--- src/rtl/sequencer_pkg.sv ---
// rtl/sequencer_pkg.sv - shared types and constants for the milestone sequencer
package sequencer_pkg;

    typedef enum logic [2:0] {
        SEQ_IDLE,
        SEQ_START,
        SEQ_RUN,
        SEQ_GAP,
        SEQ_DONE
    } seq_state_type;

    localparam int N_STAGES_DEFAULT = 4;
    localparam int SRAM_ADDR_W      = 18;
    localparam int SRAM_DATA_W      = 16;

    localparam logic [SRAM_ADDR_W-1:0] PARK_ADDR = '0;
    localparam logic [SRAM_DATA_W-1:0] PARK_DATA = '0;

    localparam int STG_UART = 0;
    localparam int STG_M2   = 1;
    localparam int STG_M1   = 2;
    localparam int STG_VGA  = 3;

endpackage

--- src/rtl/sram_bus_mux.sv ---
// rtl/sram_bus_mux.sv - combinational SRAM port select with parked default
module sram_bus_mux
    import sequencer_pkg::*;
#(
    parameter int N_STAGES = N_STAGES_DEFAULT,
    parameter int OWN_W    = 2
) (
    input  logic [OWN_W-1:0]                owner,
    input  logic                            owner_valid,
    input  logic [N_STAGES*SRAM_ADDR_W-1:0] stage_address,
    input  logic [N_STAGES*SRAM_DATA_W-1:0] stage_write_data,
    input  logic [N_STAGES-1:0]             stage_we_n,
    output logic [SRAM_ADDR_W-1:0]          SRAM_address,
    output logic [SRAM_DATA_W-1:0]          SRAM_write_data,
    output logic                            SRAM_we_n
);

    // Park the bus unless a stage holds ownership; never let a non-owner through
    always_comb begin
        SRAM_address    = PARK_ADDR;
        SRAM_write_data = PARK_DATA;
        SRAM_we_n       = 1'b1;
        if (owner_valid) begin
            SRAM_address    = stage_address[int'(owner)*SRAM_ADDR_W +: SRAM_ADDR_W];
            SRAM_write_data = stage_write_data[int'(owner)*SRAM_DATA_W +: SRAM_DATA_W];
            SRAM_we_n       = stage_we_n[owner];
        end
    end

endmodule

--- src/rtl/milestone_sequencer.sv ---
// rtl/milestone_sequencer.sv - stage scheduler owning the SRAM port (optional STAGE_TIMEOUT_EN watchdog)
module milestone_sequencer
    import sequencer_pkg::*;
#(
    parameter int N_STAGES       = N_STAGES_DEFAULT,
    parameter int TIMEOUT_CYCLES = 4194304
) (
    input  logic                            CLOCK_50_I,
    input  logic                            Reset,
    input  logic                            go,
    input  logic [N_STAGES-1:0]             stage_enable,
    output logic [N_STAGES-1:0]             stage_start,
    input  logic [N_STAGES-1:0]             stage_done,
    input  logic [N_STAGES*SRAM_ADDR_W-1:0] stage_address,
    input  logic [N_STAGES*SRAM_DATA_W-1:0] stage_write_data,
    input  logic [N_STAGES-1:0]             stage_we_n,
    output logic [SRAM_ADDR_W-1:0]          SRAM_address,
    output logic [SRAM_DATA_W-1:0]          SRAM_write_data,
    output logic                            SRAM_we_n,
    output logic [1:0]                      active_stage,
    output logic                            owner_valid,
    output logic                            busy,
    output logic                            all_done,
    output logic                            seq_error
);

    localparam int OWN_W = (N_STAGES > 1) ? $clog2(N_STAGES) : 1;

    seq_state_type      state, state_next;
    logic [OWN_W-1:0]   owner, owner_next;
    logic               valid_next;
    logic [N_STAGES-1:0] en_q, en_next;

    logic               first_found, above_found;
    logic [OWN_W-1:0]   first_idx, above_idx;
    logic               done_own;

`ifdef STAGE_TIMEOUT_EN
    localparam int CNT_W = $clog2(TIMEOUT_CYCLES + 1);
    localparam logic [CNT_W-1:0] CNT_LIMIT = CNT_W'(TIMEOUT_CYCLES - 1);
    logic [CNT_W-1:0]   cnt, cnt_next;
    logic               err_q, err_next;
`else
    logic               unused_timeout;
    assign unused_timeout = (TIMEOUT_CYCLES > 0);
`endif

    assign done_own = stage_done[owner];

    // Lowest enabled stage in the incoming mask, and lowest latched stage above the owner
    always_comb begin
        first_found = 1'b0;
        first_idx   = '0;
        above_found = 1'b0;
        above_idx   = '0;
        for (int i = N_STAGES - 1; i >= 0; i--) begin
            if (stage_enable[i]) begin
                first_found = 1'b1;
                first_idx   = OWN_W'(i);
            end
            if (en_q[i] && (i > int'(owner))) begin
                above_found = 1'b1;
                above_idx   = OWN_W'(i);
            end
        end
    end

    // Next-state logic; ownership changes are registered so the mux sees a clean owner
    always_comb begin
        state_next = state;
        owner_next = owner;
        valid_next = owner_valid;
        en_next    = en_q;
`ifdef STAGE_TIMEOUT_EN
        cnt_next   = cnt;
        err_next   = err_q;
`endif
        case (state)
            SEQ_IDLE: begin
                if (go) begin
                    en_next = stage_enable;
`ifdef STAGE_TIMEOUT_EN
                    err_next = 1'b0;
`endif
                    if (first_found) begin
                        owner_next = first_idx;
                        valid_next = 1'b1;
                        state_next = SEQ_START;
                    end else begin
                        state_next = SEQ_DONE;
                    end
                end
            end
            SEQ_START: begin
`ifdef STAGE_TIMEOUT_EN
                cnt_next = '0;
`endif
                if (done_own) begin
                    valid_next = 1'b0;
                    state_next = SEQ_GAP;
                end else begin
                    state_next = SEQ_RUN;
                end
            end
            SEQ_RUN: begin
                if (done_own) begin
                    valid_next = 1'b0;
                    state_next = SEQ_GAP;
                end
`ifdef STAGE_TIMEOUT_EN
                else if (cnt == CNT_LIMIT) begin
                    err_next   = 1'b1;
                    valid_next = 1'b0;
                    state_next = SEQ_DONE;
                end else begin
                    cnt_next = cnt + 1'b1;
                end
`endif
            end
            SEQ_GAP: begin
                if (above_found) begin
                    owner_next = above_idx;
                    valid_next = 1'b1;
                    state_next = SEQ_START;
                end else begin
                    state_next = SEQ_DONE;
                end
            end
            SEQ_DONE: begin
                state_next = SEQ_IDLE;
            end
            default: begin
                valid_next = 1'b0;
                state_next = SEQ_IDLE;
            end
        endcase
    end

    // State and ownership registers
    always_ff @(posedge CLOCK_50_I) begin
        if (Reset) begin
            state       <= SEQ_IDLE;
            owner       <= '0;
            owner_valid <= 1'b0;
            en_q        <= '0;
`ifdef STAGE_TIMEOUT_EN
            cnt         <= '0;
            err_q       <= 1'b0;
`endif
        end else begin
            state       <= state_next;
            owner       <= owner_next;
            owner_valid <= valid_next;
            en_q        <= en_next;
`ifdef STAGE_TIMEOUT_EN
            cnt         <= cnt_next;
            err_q       <= err_next;
`endif
        end
    end

    // Start pulse decoded from the registered owner while in SEQ_START
    always_comb begin
        stage_start = '0;
        if (state == SEQ_START) begin
            stage_start[owner] = 1'b1;
        end
    end

    assign busy         = (state != SEQ_IDLE);
    assign all_done     = (state == SEQ_DONE);
    assign active_stage = owner_valid ? 2'(owner) : 2'd0;

`ifdef STAGE_TIMEOUT_EN
    assign seq_error = err_q;
`else
    assign seq_error = 1'b0;
`endif

    sram_bus_mux #(
        .N_STAGES (N_STAGES),
        .OWN_W    (OWN_W)
    ) u_mux (
        .owner            (owner),
        .owner_valid      (owner_valid),
        .stage_address    (stage_address),
        .stage_write_data (stage_write_data),
        .stage_we_n       (stage_we_n),
        .SRAM_address     (SRAM_address),
        .SRAM_write_data  (SRAM_write_data),
        .SRAM_we_n        (SRAM_we_n)
    );

endmodule
--- config.mk ---
export PLATFORM = sky130hd
export DESIGN_NAME = milestone_sequencer
export DESIGN_NICKNAME = d
export VERILOG_FILES = /design/src/rtl/sequencer_pkg.sv /design/src/rtl/sram_bus_mux.sv /design/src/rtl/milestone_sequencer.sv
export SDC_FILE = /design/constraint.sdc
export NUM_CORES = 1
export LEC_CHECK = 0
export CAP_MARGIN = 5
export CORE_MARGIN = 8
export CORE_UTILIZATION = 26
export CTS_BUF_LIST = sky130_fd_sc_hd__clkbuf_8
export CTS_CLUSTER_SIZE = 10
export DETAILED_ROUTE_END_ITERATION = 8
export GPL_TIMING_DRIVEN = 0
export PLACE_DENSITY = 0.83
export SLEW_MARGIN = 20
export SYNTH_ARGS = -nofsm -noshare
export SYNTH_HDL_FRONTEND = slang
export SYNTH_HIERARCHICAL = 1
export SYNTH_SLANG_ARGS = --single-unit
--- constraint.sdc ---
create_clock -name CLOCK_50_I -period 1.5 [get_ports CLOCK_50_I]
set_input_delay 0.3 -clock CLOCK_50_I [delete_from_list [all_inputs] [get_ports CLOCK_50_I]]
set_output_delay 0.3 -clock CLOCK_50_I [all_outputs]
set_load 0.01 [all_outputs]
==> results of run 1 <==
==> layout make-up <==
| class | instances | share of cell area (%) |
|---|---|---|
| Buffer | 19 | 5.44 |
| Inverter | 3 | 0.354 |
| Sequential cell | 9 | 5.08 |
| Timing Repair Buffer | 207 | 48.2 |
| Clock buffer | 3 | 1.06 |
| Multi-Input combinational cell | 166 | 37.3 |
| Clock inverter | 1 | 0.0965 |
| Tap cell | 77 | 2.48 |
==> registers in the layout, indices dropped and copies added (netlist names) <==
signal       flops
en_q             3
state            3
owner            2
owner_valid      1
==> cells in the final DEF (no fill, tap or decap), types with 2 or more instances in the layout <==
| master | n |
|---|---|
| a21oi_1 | 3 |
| and2_1 | 3 |
| buf_12 | 4 |
| buf_2 | 40 |
| buf_4 | 13 |
| buf_6 | 7 |
| buf_8 | 3 |
| clkbuf_2 | 3 |
| clkbuf_8 | 4 |
| clkdlybuf4s50_1 | 140 |
| dfxtp_1 | 3 |
| dfxtp_2 | 2 |
| dfxtp_4 | 4 |
| dlygate4sd2_1 | 10 |
| inv_1 | 3 |
| mux2i_1 | 70 |
| mux2i_2 | 2 |
| mux4_2 | 2 |
| nand2_1 | 3 |
| nand2_2 | 2 |
| nand2b_4 | 3 |
| nor2_1 | 6 |
| nor3_1 | 3 |
| nor3_2 | 3 |
| nor3_4 | 2 |
| nor4_2 | 2 |
| o21ai_0 | 2 |
| o22ai_1 | 35 |
==> power breakdown <==
group	internal [mW]	leakage (nW)	switching (mW)	total, mW
Clock	0.180	0.0269	0.115	0.295
Combinational	1.03	1.40	0.759	1.79
Sequential	0.296	0.0774	0.0755	0.371
==> critical path: stages, from the launching register on <==
cell and delay, ps:
dfxtp_2 320, buf_6 130, buf_12 140, buf_12 120, mux2i_1 210, o22ai_1 100, buf_2 160
==> logic make-up after synthesis <==
family	after synthesis	share of synthesized area, %
other	1	0.219
AO/OA/AOI/OAI	49	18.4
multiplexers	74	44.8
buffers and inverters	24	11.3
AND/OR/NAND/NOR	41	14.2
flip-flops	9	10.5
XOR/XNOR	1	0.513
==> worst paths after layout <==
check / depth (start not counted) / slack (ps) / to / startpoint
max: 6 / -240 / SRAM_address[9] / owner[1]$_SDFFE_PP0P_
min: 2 / 450 / en_q[3]$_SDFFE_PP0P_ / Reset
max reg2reg: 6 / -60 / owner_valid$_SDFFE_PP0P_ / owner[0]$_SDFFE_PP0P_
min reg2reg: 2 / 540 / owner_valid$_SDFFE_PP0P_ / owner_valid$_SDFFE_PP0P_
==> through the flow <==
step / hold WS, ps / utilization [%]
after CTS: 431 / 60.9
after floorplan: 447 / -
after detailed placement: 527 / 59.0
after global placement: 515 / 59.0
after global routing: 486 / 61.2
final: 452 / 61.2
==> layer usage <==
metal | GRT usage, % | vias to the layer above
met2 | 38.7 | 115
li1 | - | 1187
met3 | 4.05 | 7
met1 | 20.1 | 1170
met4 | 3.67 | 0
met5 | 0 | -
==> repair_timing <==
item                                    4_1_cts  5_1_grt
setup buffers                                13        0
gates resized for setup                     225       13
endpoints found under the setup margin       49       44
pin swaps                                    26        9
cloned                                        2        0
==> results.tsv, run 1 <==
stage	metric	value	unit
worst_setup_path	critPathMaxFanout	7	
route	dr_wl_met2	5660	µm
power	power.density	632	nW/µm²
die	design.core.area	6350	µm²
global_route	grt_pass1_wl	14900	µm
layout	final_layout_size_suffix_gt1_share	27.5	%
route	drt-met1-wl	3770	µm
clocking	clk_pin_slew_worst_paths	50	ps
clocking	cts_tree	done	
die	die_area	9420	µm²
layout	nNetsFinal	560	
yosys	synth_area_leaders	mux2i_1, o22ai_1, dfxtp_1	
route	wire_per_inst	21.2	µm
die	placementRows	29	
power	p_leak	1.50	nW
yosys	yosysWarnings	6	
placement	dp_hpwl	8370	µm
clocking	clk_path_buf_depth	2	
sta	final.period_utilization	116	%
min_path	worstHoldPathType	input pin to flop	
placement	pre_cts_ws	-653	ps
die	die_w	97.1	µm
layout	antenna_cells	0	
run_status	outcome	finished with violations	
yosys	synth_ff_type	dfxtp_1	
layout	multi_input_area	1450	µm²
layout	seq_area	198	µm²
die	initial_core_util	26.9	%
placement	io_buffers	193	
sta	rsz0062_at_grt	true	
sta	finalCriticalPeriod	1740	ps
yosys	ys_seq_area_share	10.5	%
global_route	grt.overflow.total	0	
global_route	antenna_found_initial	0	
global_route	grt_max_degree	11	
die	pin_count	196	
global_route	grt_pass1_vias	2583	
worst_setup_path	critical_path_class	flop to output port	
layout	layout.cells.non_filler	485	
worst_setup_path	cp.required	1200	ps
yosys	synth_nets	350	
route	drt_pass1_iterations	6	
yosys	async_flop_share	0	%
power	ir_drop	0.884	mV
clocking	htree_levels	1	
run	cap_violations	0	
yosys	yosysMostFrequentCell	mux2i_1	
sta	max_freq	0.575	GHz
worst_setup_path	critPathCaptureType	output port	
sta	skew	3.60	ps
yosys	synth_common_cells	mux2i_1, o22ai_1, dfxtp_1, nor2_1, nor3_1	
placement	place_inst	469	
global_route	track_usage	19.4	%
sta	setup_viol	44	
layout	fin_area	3890	µm²
sta	hold_viol	0	
yosys	syn_avg_cell_area	8.59	µm²
clocking	cts-root-buf	clkbuf_8	
die	die_h	97.1	µm
route	drt_wl_total	10300	µm
clocking	cts.sinks	9	
yosys	syn-cell-area	1710	µm²
route	drc	0	
route	wl_met3	748	µm
layout	syn2layout_area_growth	128	%
route	vias_per_cell	5.11	
placement	finalWeightedCongestion	0.893	
route	drtIter0Drc	82	
clocking	cts_buffers	3	
yosys	synth.top_cell.area_share	42.2	%
route	top_layer	met4	
power	p_total	2.46	mW
route	vias	2479	
clocking	clk-insertion-delay-late	250	ps
sta	tns	-7630	ps
run_status	failed_checks	setup timing	
sta	worst_slack	-238	ps
yosys	synth_seq_cells	9	
clocking	cts_hold_buf	0	
placement	dpl_cell_area	3740	µm²
yosys	synth-edff-count	0	
worst_setup_path	start_kind	flop	
yosys	yosysTopAreaCell	mux2i_1	
worst_setup_path	crit_arrival	1440	ps
layout	fill_cells	550	
yosys	synthDistinctLibCells	43	
sta	maxSlewViolCount	0	
route	ant_nets	0	
yosys	synth_cells	199	
Note: power is estimated with default switching activity, not from simulation.
==> inputs of run 2 (changes only) <==
--- a/config.mk
+++ b/config.mk
@@ -9,7 +9,7 @@
 export CORE_MARGIN = 8
 export CORE_UTILIZATION = 26
 export CTS_BUF_LIST = sky130_fd_sc_hd__clkbuf_8
-export CTS_CLUSTER_SIZE = 10
+export CTS_CLUSTER_DIAMETER = 100
 export DETAILED_ROUTE_END_ITERATION = 8
 export GPL_TIMING_DRIVEN = 0
 export PLACE_DENSITY = 0.83
==> results of run 2 <==
The final DEF is identical to that of run 1; final timing and power are the same.
